--- config.mk ---
export PLATFORM = sky130hd
export DESIGN_NAME = peripheral_inputsequencer
export DESIGN_NICKNAME = d
export VERILOG_FILES = /design/src/rtl/peripheral_inputsequencer.sv
export SDC_FILE = /design/constraint.sdc
export NUM_CORES = 1
export LEC_CHECK = 0
export ABC_AREA = 1
export CORE_UTILIZATION = 55
export CTS_CLUSTER_DIAMETER = 80
export DETAILED_ROUTE_END_ITERATION = 12
export GPL_TIMING_DRIVEN = 0
export PLACE_DENSITY = 0.76
export SLEW_MARGIN = 20
export SYNTH_ARGS = -nofsm -noshare
export SYNTH_HDL_FRONTEND = slang
export SYNTH_SLANG_ARGS = --single-unit
--- constraint.sdc ---
create_clock -name clk -period 1.6 [get_ports clk]
set_clock_uncertainty 0.05 [all_clocks]
set_input_delay 0.32 -clock clk [delete_from_list [all_inputs] [get_ports clk]]
set_output_delay 0.32 -clock clk [all_outputs]
set_load 0.05 [all_outputs]
--- src/rtl/peripheral_inputsequencer.sv ---
// ENTER-key front end: 2-FF synchroniser, debouncer, and an 8-byte operand index
// sequencer that raises operands_ready and a one-cycle start after the last byte.
// Optional: define INSEQ_AUTO_RESTART_EN so a press in DONE starts a new operand set.
module peripheral_inputsequencer #(
  parameter int DEBOUNCE_CYCLES = 50000,
  parameter bit BTN_ACTIVE_LOW  = 1'b1
) (
  input  logic       clk,
  input  logic       reset,
  input  logic       key_n,
  input  logic       clear,
  output logic       enterpulse,
  output logic [3:0] datainput_i,
  output logic       operands_ready,
  output logic       start
);

  localparam int            CW       = (DEBOUNCE_CYCLES > 2) ? $clog2(DEBOUNCE_CYCLES) : 1;
  localparam logic [CW-1:0] CNT_LAST = CW'(DEBOUNCE_CYCLES - 1);
  // Raw key level that means "released"; the synchroniser resets to it so a key held
  // through reset is seen as a fresh press afterwards.
  localparam logic          KEY_IDLE = BTN_ACTIVE_LOW;
  localparam logic [3:0]    IDX_LAST = 4'd7;
  localparam logic [3:0]    IDX_DONE = 4'd8;

  typedef enum logic {
    COLLECT,
    DONE
  } state_t;

  logic          key_meta;
  logic          key_sync;
  logic          key_pressed;
  logic          db_level;
  logic [CW-1:0] db_cnt;
  logic          press;
  state_t        state;
  logic [3:0]    idx;

  // NOTE: every register below uses non-blocking assignments so all flops update
  // from the same pre-edge values and simulation order cannot change the result.
  always_ff @(posedge clk) begin
    if (reset) begin
      key_meta <= KEY_IDLE;
      key_sync <= KEY_IDLE;
    end else begin
      key_meta <= key_n;
      key_sync <= key_meta;
    end
  end

  assign key_pressed = BTN_ACTIVE_LOW ? ~key_sync : key_sync;

  // A new level is accepted only after DEBOUNCE_CYCLES consecutive disagreeing samples;
  // press is a one-cycle flag raised on the released->pressed acceptance only.
  always_ff @(posedge clk) begin
    if (reset) begin
      db_level <= 1'b0;
      db_cnt   <= '0;
      press    <= 1'b0;
    end else begin
      press <= 1'b0;
      if (key_pressed != db_level) begin
        if (db_cnt == CNT_LAST) begin
          db_level <= key_pressed;
          db_cnt   <= '0;
          press    <= key_pressed;
        end else begin
          db_cnt <= db_cnt + 1'b1;
        end
      end else begin
        db_cnt <= '0;
      end
    end
  end

  // enterpulse doubles as the "byte consumed" marker: the index advances on the cycle
  // after the strobe, so datainput_i is stable for the whole strobe cycle.
  always_ff @(posedge clk) begin
    if (reset) begin
      state          <= COLLECT;
      idx            <= '0;
      enterpulse     <= 1'b0;
      operands_ready <= 1'b0;
      start          <= 1'b0;
    end else begin
      enterpulse <= 1'b0;
      start      <= 1'b0;
      if (clear) begin
        state          <= COLLECT;
        idx            <= '0;
        operands_ready <= 1'b0;
      end else if (enterpulse) begin
        if (idx == IDX_LAST) begin
          state          <= DONE;
          idx            <= IDX_DONE;
          operands_ready <= 1'b1;
          start          <= 1'b1;
        end else begin
          idx <= idx + 4'd1;
        end
      end else if (press) begin
        case (state)
          COLLECT: enterpulse <= 1'b1;
          DONE: begin
`ifdef INSEQ_AUTO_RESTART_EN
            state          <= COLLECT;
            idx            <= '0;
            enterpulse     <= 1'b1;
            operands_ready <= 1'b0;
`endif
          end
          default: state <= COLLECT;
        endcase
      end
    end
  end

  assign datainput_i = idx;

endmodule

Word level (Yosys, flattened, before mapping)
Cells that the tools add are included.
W data, S select, Z words.
- register bits: 27
- input bits: 4
- output and inout port bits: 7
- logic and storage cells: 29
- add/subtract/negate cells: 2
- equal/unequal tests: 3
- multiplexer cells: 3
- bitwise logic cells: 5
- reduce and logical (&&, ||, !) cells: 7
- operators with widths (kind ; count):
    $add A16 B1 Y16 const B ; 1
    $eq A16 B16 Y1 const B ; 1
    $reduce_or A3 Y1 ; 3
    $not A1 Y1 ; 5
    $add A4 B1 Y4 const B ; 1
    $eq A4 B3 Y1 const B ; 1
    $mux W4 ; 1
    $reduce_and A2 Y1 ; 2
    $reduce_or A4 Y1 ; 1
    $mux W1 ; 2
    $reduce_or A2 Y1 ; 1
    $ne A1 B1 Y1 ; 1

Longest topological paths before layout
Gate-level depths: netlist of the first run.
- word-level depth: 4
- gate-level depth with buffers: 8
- gate-level depth less buffers: 7

Worst setup path after synthesis of the first run
No wires, ideal clock.
- kind: reg2reg
- from: register idx[0], in the netlist datainput_i[0]
- to: register state
- setup time: 0.070 ns
- arrival: 1.347 ns
- required time: 1.480 ns
- path slack: 0.133 ns
- stages on the path, launching flop included: 8
- path buffers: 0
- clock period less this slack: 1.467 ns
- cells stage by stage: dfxtp_1 -> ha_1 -> nand2_1 -> inv_1 -> nand2_1 -> inv_1 -> nand2_1 -> a21oi_1
- word-level cells in the longest chain between the ends: 2
- ends and longest elaborated chain (item ; RTL line ; source):
    start: declaration ; 38 ; logic [3:0] idx;
    start signal: assignment ; 100 ; idx <= idx + 4'd1;
    $eq A4 B3 Y1 ; 94 ; if (idx == IDX_LAST) begin
    $reduce_and A2 Y1 (no source line) ; - ;
    end signal: assignment ; 90 ; state <= COLLECT;
    end signal: assignment ; 95 ; state <= DONE;
    end signal: assignment ; 113 ; default: state <= COLLECT;
    end: declaration ; 37 ; state_t state;
No other way between the ends.
A chain may end at the register's enable or synchronous reset.

Final worst setup path of the first run
- from: register start
- to: output port start
- RTL lines (item ; RTL line ; source):
    start: declaration ; 15 ; output logic start
    start signal: assignment ; 85 ; start <= 1'b0;
    start signal: assignment ; 88 ; start <= 1'b0;
    start signal: assignment ; 98 ; start <= 1'b1;
No word-level cell between the ends.

==> results.sh, run 1 <==
export IMPL_outcome="completed"
export IMPL_cts_clk_slew_worst_paths_ps=160
export IMPL_switching_share_pct=22.5
export IMPL_stdcell_area_mm2=0.00138
export IMPL_crit_slowest_cell="clkdlybuf4s15_1"
export IMPL_ys_seq_elements=27
export IMPL_flow_area_growth_from_synthesis_pct=12.8
export IMPL_cts_root_buffer="clkbuf_4"
export IMPL_overflow=0
export IMPL_fin_crit_sh_pct=96.7
export IMPL_clock_sinks=27
export IMPL_drv_slew=0
export IMPL_whs_ps=389
export IMPL_pwr_share_clk_pct=30.7
export IMPL_arrival_ps=1180
export IMPL_r2r_slack_ps=130
export IMPL_crit_family="buffers and inverters"
export IMPL_worst_path_buf_inv=1
export IMPL_portBuffers=10
export IMPL_drc=0
export IMPL_min_path_type="reg2reg"
export IMPL_antenna_left=0
export IMPL_synth_yosys_seq_area_share_pct=44.1
export IMPL_setup_tns_final_ps=0
export IMPL_power_density_mw_per_mm2=731
export IMPL_place_inst=203
export IMPL_slew_limit_headroom_pct=68.2
export IMPL_final_setup_viol_count=0
export IMPL_die_area_mm2=0.00242
export IMPL_drv_cap=0
export IMPL_rsz0062_at_grt="false"
export IMPL_drt_iter0_drc=31
export IMPL_core_area_mm2=0.00202
export IMPL_first_global_vias=988
export IMPL_cts_buffers=3
export IMPL_wire_per_inst_um=11.3
export IMPL_peakVddDrop_uv=621
export IMPL_mappedNetlistArea_mm2=0.00123
export IMPL_grt_pass1_wl_um=4010
export IMPL_avgSynthCellArea_um2=7.39
export IMPL_drt_wl_total_um=2330
export IMPL_internal_power_uw=784
export IMPL_startpoint_type="register"
export IMPL_worstPathRequired_ps=1230
export IMPL_layout_common_cells="36 x nand2_1, 26 x nor2_1, 26 x dfxtp_1, 17 x inv_1, 10 x a21oi_1"
export IMPL_ys_types=23
export IMPL_synth_warning_count=0
export IMPL_vias=1056
export IMPL_max_stage_delay_ps=490
export IMPL_cp_cell_sequence="clkdlybuf4s15_1"
export IMPL_nets=187
export IMPL_leakage_uw=0.000448
export IMPL_combPwrFrac_pct=2.3
export IMPL_mostFrequentLayoutCell="nand2_1"
export IMPL_synth_top_cell_area_share_pct=44.1
export IMPL_top_level_ports=11
export IMPL_rows=16
export IMPL_critPathKind="reg2out"
export IMPL_syn_nets=172
export IMPL_yosysTopAreaCell="dfxtp_1"
export IMPL_finalCriticalPeriod_ps=1550
export IMPL_cts_tree="yes"
export IMPL_vias_per_cell=5.10
export IMPL_hpwl_um=1680
export IMPL_antenna_found_initial=0
export IMPL_synth_area_leaders="dfxtp_1 44%, nand2_1 11%, nor2_1 8.0%, inv_1 5.2%, a21oi_1 4.1%"
export IMPL_h_tree_depth=1
export IMPL_fin_cells=207
export IMPL_p_seq_share_pct=67.1
export IMPL_clock_path_buffers=2
export IMPL_path_max_fanout=1
export IMPL_max_slew_worst_pin_slew_ps=479
export IMPL_track_usage_pct=22.0
export IMPL_dieHeight_um=49.2
export IMPL_initial_core_util_pct=60.6
export IMPL_die_w_um=49.2
export IMPL_hold_violations=0
export IMPL_drive_gt1_share_pct=17.8
export IMPL_firstDrtPassIters=4
export IMPL_synth_cells=166
export IMPL_n_antenna_cell=0
export IMPL_power_net_switching_uw=227
export IMPL_place_gp_congestion=0.878
export IMPL_worst_setup_path_end_kind="output pin"
export IMPL_fmax_mhz=647
export IMPL_insertion_delay_ps=340
export IMPL_place_area_mm2=0.00136
export IMPL_grt_start_max_net_pins=17
[cells by family after synthesis]
| logic type | after synthesis | share of synthesized area, % |
|---|---|---|
| compound gates | 20 | 9.39 |
| xor+xnor | 6 | 4.29 |
| fa+ha+maj | 2 | 2.04 |
| buf+inv | 20 | 6.73 |
| flops | 27 | 44.1 |
| simple gates | 91 | 33.5 |
[timing repair]
item,in CTS,in global routing
hold buffers,0,0
gates cloned,0,0
setup endpoints to repair,7,14
gates resized for setup,15,9
setup buffers,0,0
[power groups by stage]
stage | clock, uW | combinational [uW] | sequential (uW)
after detailed placement | 0 | 22.7 | 692
final | 310 | 22.9 | 678
after global placement | 0 | 22.4 | 692
after CTS | 312 | 23.0 | 678
after floorplan | 0 | 11.8 | 692
after global routing | 335 | 25.6 | 679
[path summary, 6_finish.rpt]
check                       start                    end  cells after the start
min reg2reg   key_meta$_SDFF_PP1_    key_sync$_SDFF_PP1_                      1
min           key_meta$_SDFF_PP1_    key_sync$_SDFF_PP1_                      1
max              start$_SDFF_PP0_                  start                      1
max reg2reg  db_cnt[0]$_SDFF_PP0_  db_cnt[15]$_SDFF_PP0_                      7
[final cells by class]
type                       instances  area, um2
timing repair buffer              10       88.8
tap                               27       33.8
sequential                        27        542
inverter                          19       71.3
clock inverter                     1       7.51
buffer                             1       11.3
fill                             180        639
clock buffer                       3       22.5
multi-input combinational        119        606
[routing by layer]
metal,GRT usage [%],vias up,routed length [um]
met1,24.5,473,1060
met3,3.74,6,71
met4,14.2,0,70
met5,0,-,0
li1,-,553,-
met2,38.1,24,1130
[state kept, by name (all words and copies together), names as in the netlist]
signal	count
db_cnt	16
datainput_i	4
db_level	1
enterpulse	1
key_meta	1
key_sync	1
press	1
start	1
state	1
[synth_stat cells (all sizes together)]
master and n:
xnor2 1, nor2 32, nand2 40, xor2 5, inv 19, nand4 4
a211oi 1, nand3 8, or2 4, ha 2, a31oi 1, o21ai 5
dfxtp 27, nor3 3, a21oi 13, buf 1
[metrics by stage]
step           power [uW]  worst slack, ps  utilization [%]
3_5_place_dp          715            -54.7             67.3
3_3_place_gp          714            -43.2             67.3
5_1_grt              1040             9.14             68.4
4_1_cts              1010             4.05             68.8
6_report             1010             53.3             68.4
2_1_floorplan         703              133                -
No activity file was read; power rests on OpenSTA's default activity.
==> run 2: changes to the inputs <==
Settings changed: ABC_CLOCK_PERIOD_IN_PS from default to 1600, CELL_PAD_IN_SITES_DETAIL_PLACEMENT from default to 0, CELL_PAD_IN_SITES_GLOBAL_PLACEMENT from default to 2, CORE_UTILIZATION 55 to 32.
==> run 2 against run 1 <==
Worst setup slack got worse by 1.6 ps; non-clock buffer count unchanged; critical path depth unchanged; register-to-register slack about the same; cell count increased by 10%; die area increased by 69%; global-route usage decreased by 7.8 points; cell area increased by 4.5%; routed wire length increased by 8.0%; clock power increased by 25%; critical endpoint is now enterpulse.
==> results.sh, run 2 (synthesis gave the netlist of run 1 again) <==
export IMPL_hold_violations=0
export IMPL_drv_slew=0
export IMPL_drv_cap=0
export IMPL_grt_pass1_wl_um=4580
export IMPL_vias=1043
export IMPL_dieHeight_um=63.9
export IMPL_layout_common_cells="36 x nand2_1, 26 x nor2_1, 26 x dfxtp_1, 17 x inv_1, 10 x a21oi_1"
export IMPL_rows=22
export IMPL_firstDrtPassIters=4
export IMPL_mostFrequentLayoutCell="nand2_1"
export IMPL_first_global_vias=1094
export IMPL_cts_root_buffer="clkbuf_8"
export IMPL_track_usage_pct=14.2
export IMPL_max_stage_delay_ps=490
export IMPL_path_max_fanout=8
export IMPL_insertion_delay_ps=270
export IMPL_postCtsSetupBuffers=0
export IMPL_critPathKind="reg2out"
export IMPL_wire_per_inst_um=11.0
export IMPL_top_level_ports=11
export IMPL_n_antenna_cell=0
export IMPL_crit_family="flip-flops"
export IMPL_largest_register="db_cnt"
export IMPL_portBuffers=10
export IMPL_peakVddDrop_uv=324
export IMPL_startpoint_type="register"
export IMPL_die_w_um=63.9
export IMPL_max_slew_worst_pin_slew_ps=481
export IMPL_place_gp_congestion=0.720
export IMPL_drive_gt1_share_pct=16.1
export IMPL_rsz0062_at_grt="false"
export IMPL_leakage_uw=0.000471
export IMPL_clock_path_buffers=2
export IMPL_worst_setup_path_end_kind="output pin"
export IMPL_whs_ps=378
export IMPL_outcome="completed"
export IMPL_vias_per_cell=4.57
export IMPL_crit_slowest_cell="dfxtp_1"
export IMPL_grt_start_max_net_pins=16
export IMPL_arrival_ps=1180
export IMPL_drt_iter0_drc=76
export IMPL_fin_ws_ps=51.7
export IMPL_worst_path_buf_inv=1
export IMPL_final_setup_viol_count=0
export IMPL_fmax_mhz=646
export IMPL_cp_cell_sequence="clkdlybuf4s15_2"
export IMPL_initial_core_util_pct=33.5
export IMPL_place_area_mm2=0.00139
export IMPL_nets=187
export IMPL_cts_buffers=3
export IMPL_cts_clk_slew_worst_paths_ps=100
export IMPL_antenna_found_initial=0
export IMPL_die_area_mm2=0.00408
export IMPL_power_density_mw_per_mm2=754
export IMPL_worstPathRequired_ps=1230
export IMPL_overflow=0
export IMPL_min_path_type="reg2reg"
export IMPL_finalCriticalPeriod_ps=1550
export IMPL_cts_tree="yes"
export IMPL_flow_area_growth_from_synthesis_pct=17.9
export IMPL_h_tree_depth=1
export IMPL_place_ws_ps=-65.9
export IMPL_hpwl_um=1940
export IMPL_antenna_left=0
export IMPL_drt_wl_total_um=2520
export IMPL_stdcell_area_mm2=0.00145
export IMPL_clock_sinks=27
export IMPL_core_area_mm2=0.00366
export IMPL_fin_crit_sh_pct=96.8
export IMPL_drc=0
export IMPL_largest_reg_flops=16
export IMPL_slew_limit_headroom_pct=68.1
## run 2: worst register-to-register path, delay by kind of cell, from the launching register on
| kind | cells | cell delay, ps |
|---|---|---|
| adders and majority gates | 1 | 180 |
| DFF | 1 | 400 |
| buffers and inverters | 1 | 160 |
| and+or+nand+nor | 5 | 570 |
## run 2: layer usage
| metal | vias up | share of wire (%) | GRT usage [%] |
|---|---|---|---|
| met5 | - | 0 | 0 |
| met3 | 2 | 2.4 | 2.14 |
| li1 | 553 | - | - |
| met1 | 479 | 48 | 17.1 |
| met4 | 0 | 0.72 | 5.11 |
| met2 | 9 | 49 | 25.1 |
## run 2: what timing repair did
action,4_1_cts,5_1_grt
hold buffers,0,0
setup endpoints to repair,10,12
gates resized for setup,12,6
gates cloned,0,0
## run 2: where the power goes
part / internal (uW) / total [uW] / switching, uW
Sequential: 675 / 677 / 1.98
Combinational: 11.9 / 23.5 / 11.6
Clock: 174 / 389 / 215
## run 2: cell type report
type,count,area (um2)
Inverter,19,71.3
Clock buffer,3,41.3
Buffer,1,11.3
Sequential cell,27,542
Timing Repair Buffer,10,93.8
Clock inverter,1,5.00
Tap cell,48,60.1
Fill cell,394,2220
Multi-Input combinational cell,119,621
## run 2: worst paths after layout
path / cells after the start / from / slack (ps) / end
hold / removal: 1 / key_meta$_SDFF_PP1_ / 380 / key_sync$_SDFF_PP1_
setup / recovery: 1 / enterpulse$_SDFF_PP0_ / 50 / enterpulse
setup reg to reg: 7 / db_cnt[1]$_SDFF_PP0_ / 140 / db_cnt[8]$_SDFF_PP0_
hold reg to reg: 1 / key_meta$_SDFF_PP1_ / 380 / key_sync$_SDFF_PP1_
## run 2: through the flow
step           power [uW]  instances  TNS (ps)  utilization (%)
3_3_place_gp          715        224     -70.0             37.9
6_report             1090        228         0             39.5
2_1_floorplan         703        166         0                -
4_1_cts              1110        228         0             39.1
5_1_grt              1140        228         0             39.5
3_5_place_dp          716        224     -65.9             37.9
==> run 3: changes to the inputs <==
Settings changed: ABC_CLOCK_PERIOD_IN_PS 1600 to default, SETUP_SLACK_MARGIN from default to 0.02, TNS_END_PERCENT from default to 30.
==> results of run 3 <==
Same layout as run 2 (identical final DEF). Status: completed.
Main changes from that run: number of gates resized after CTS 12 -> 13
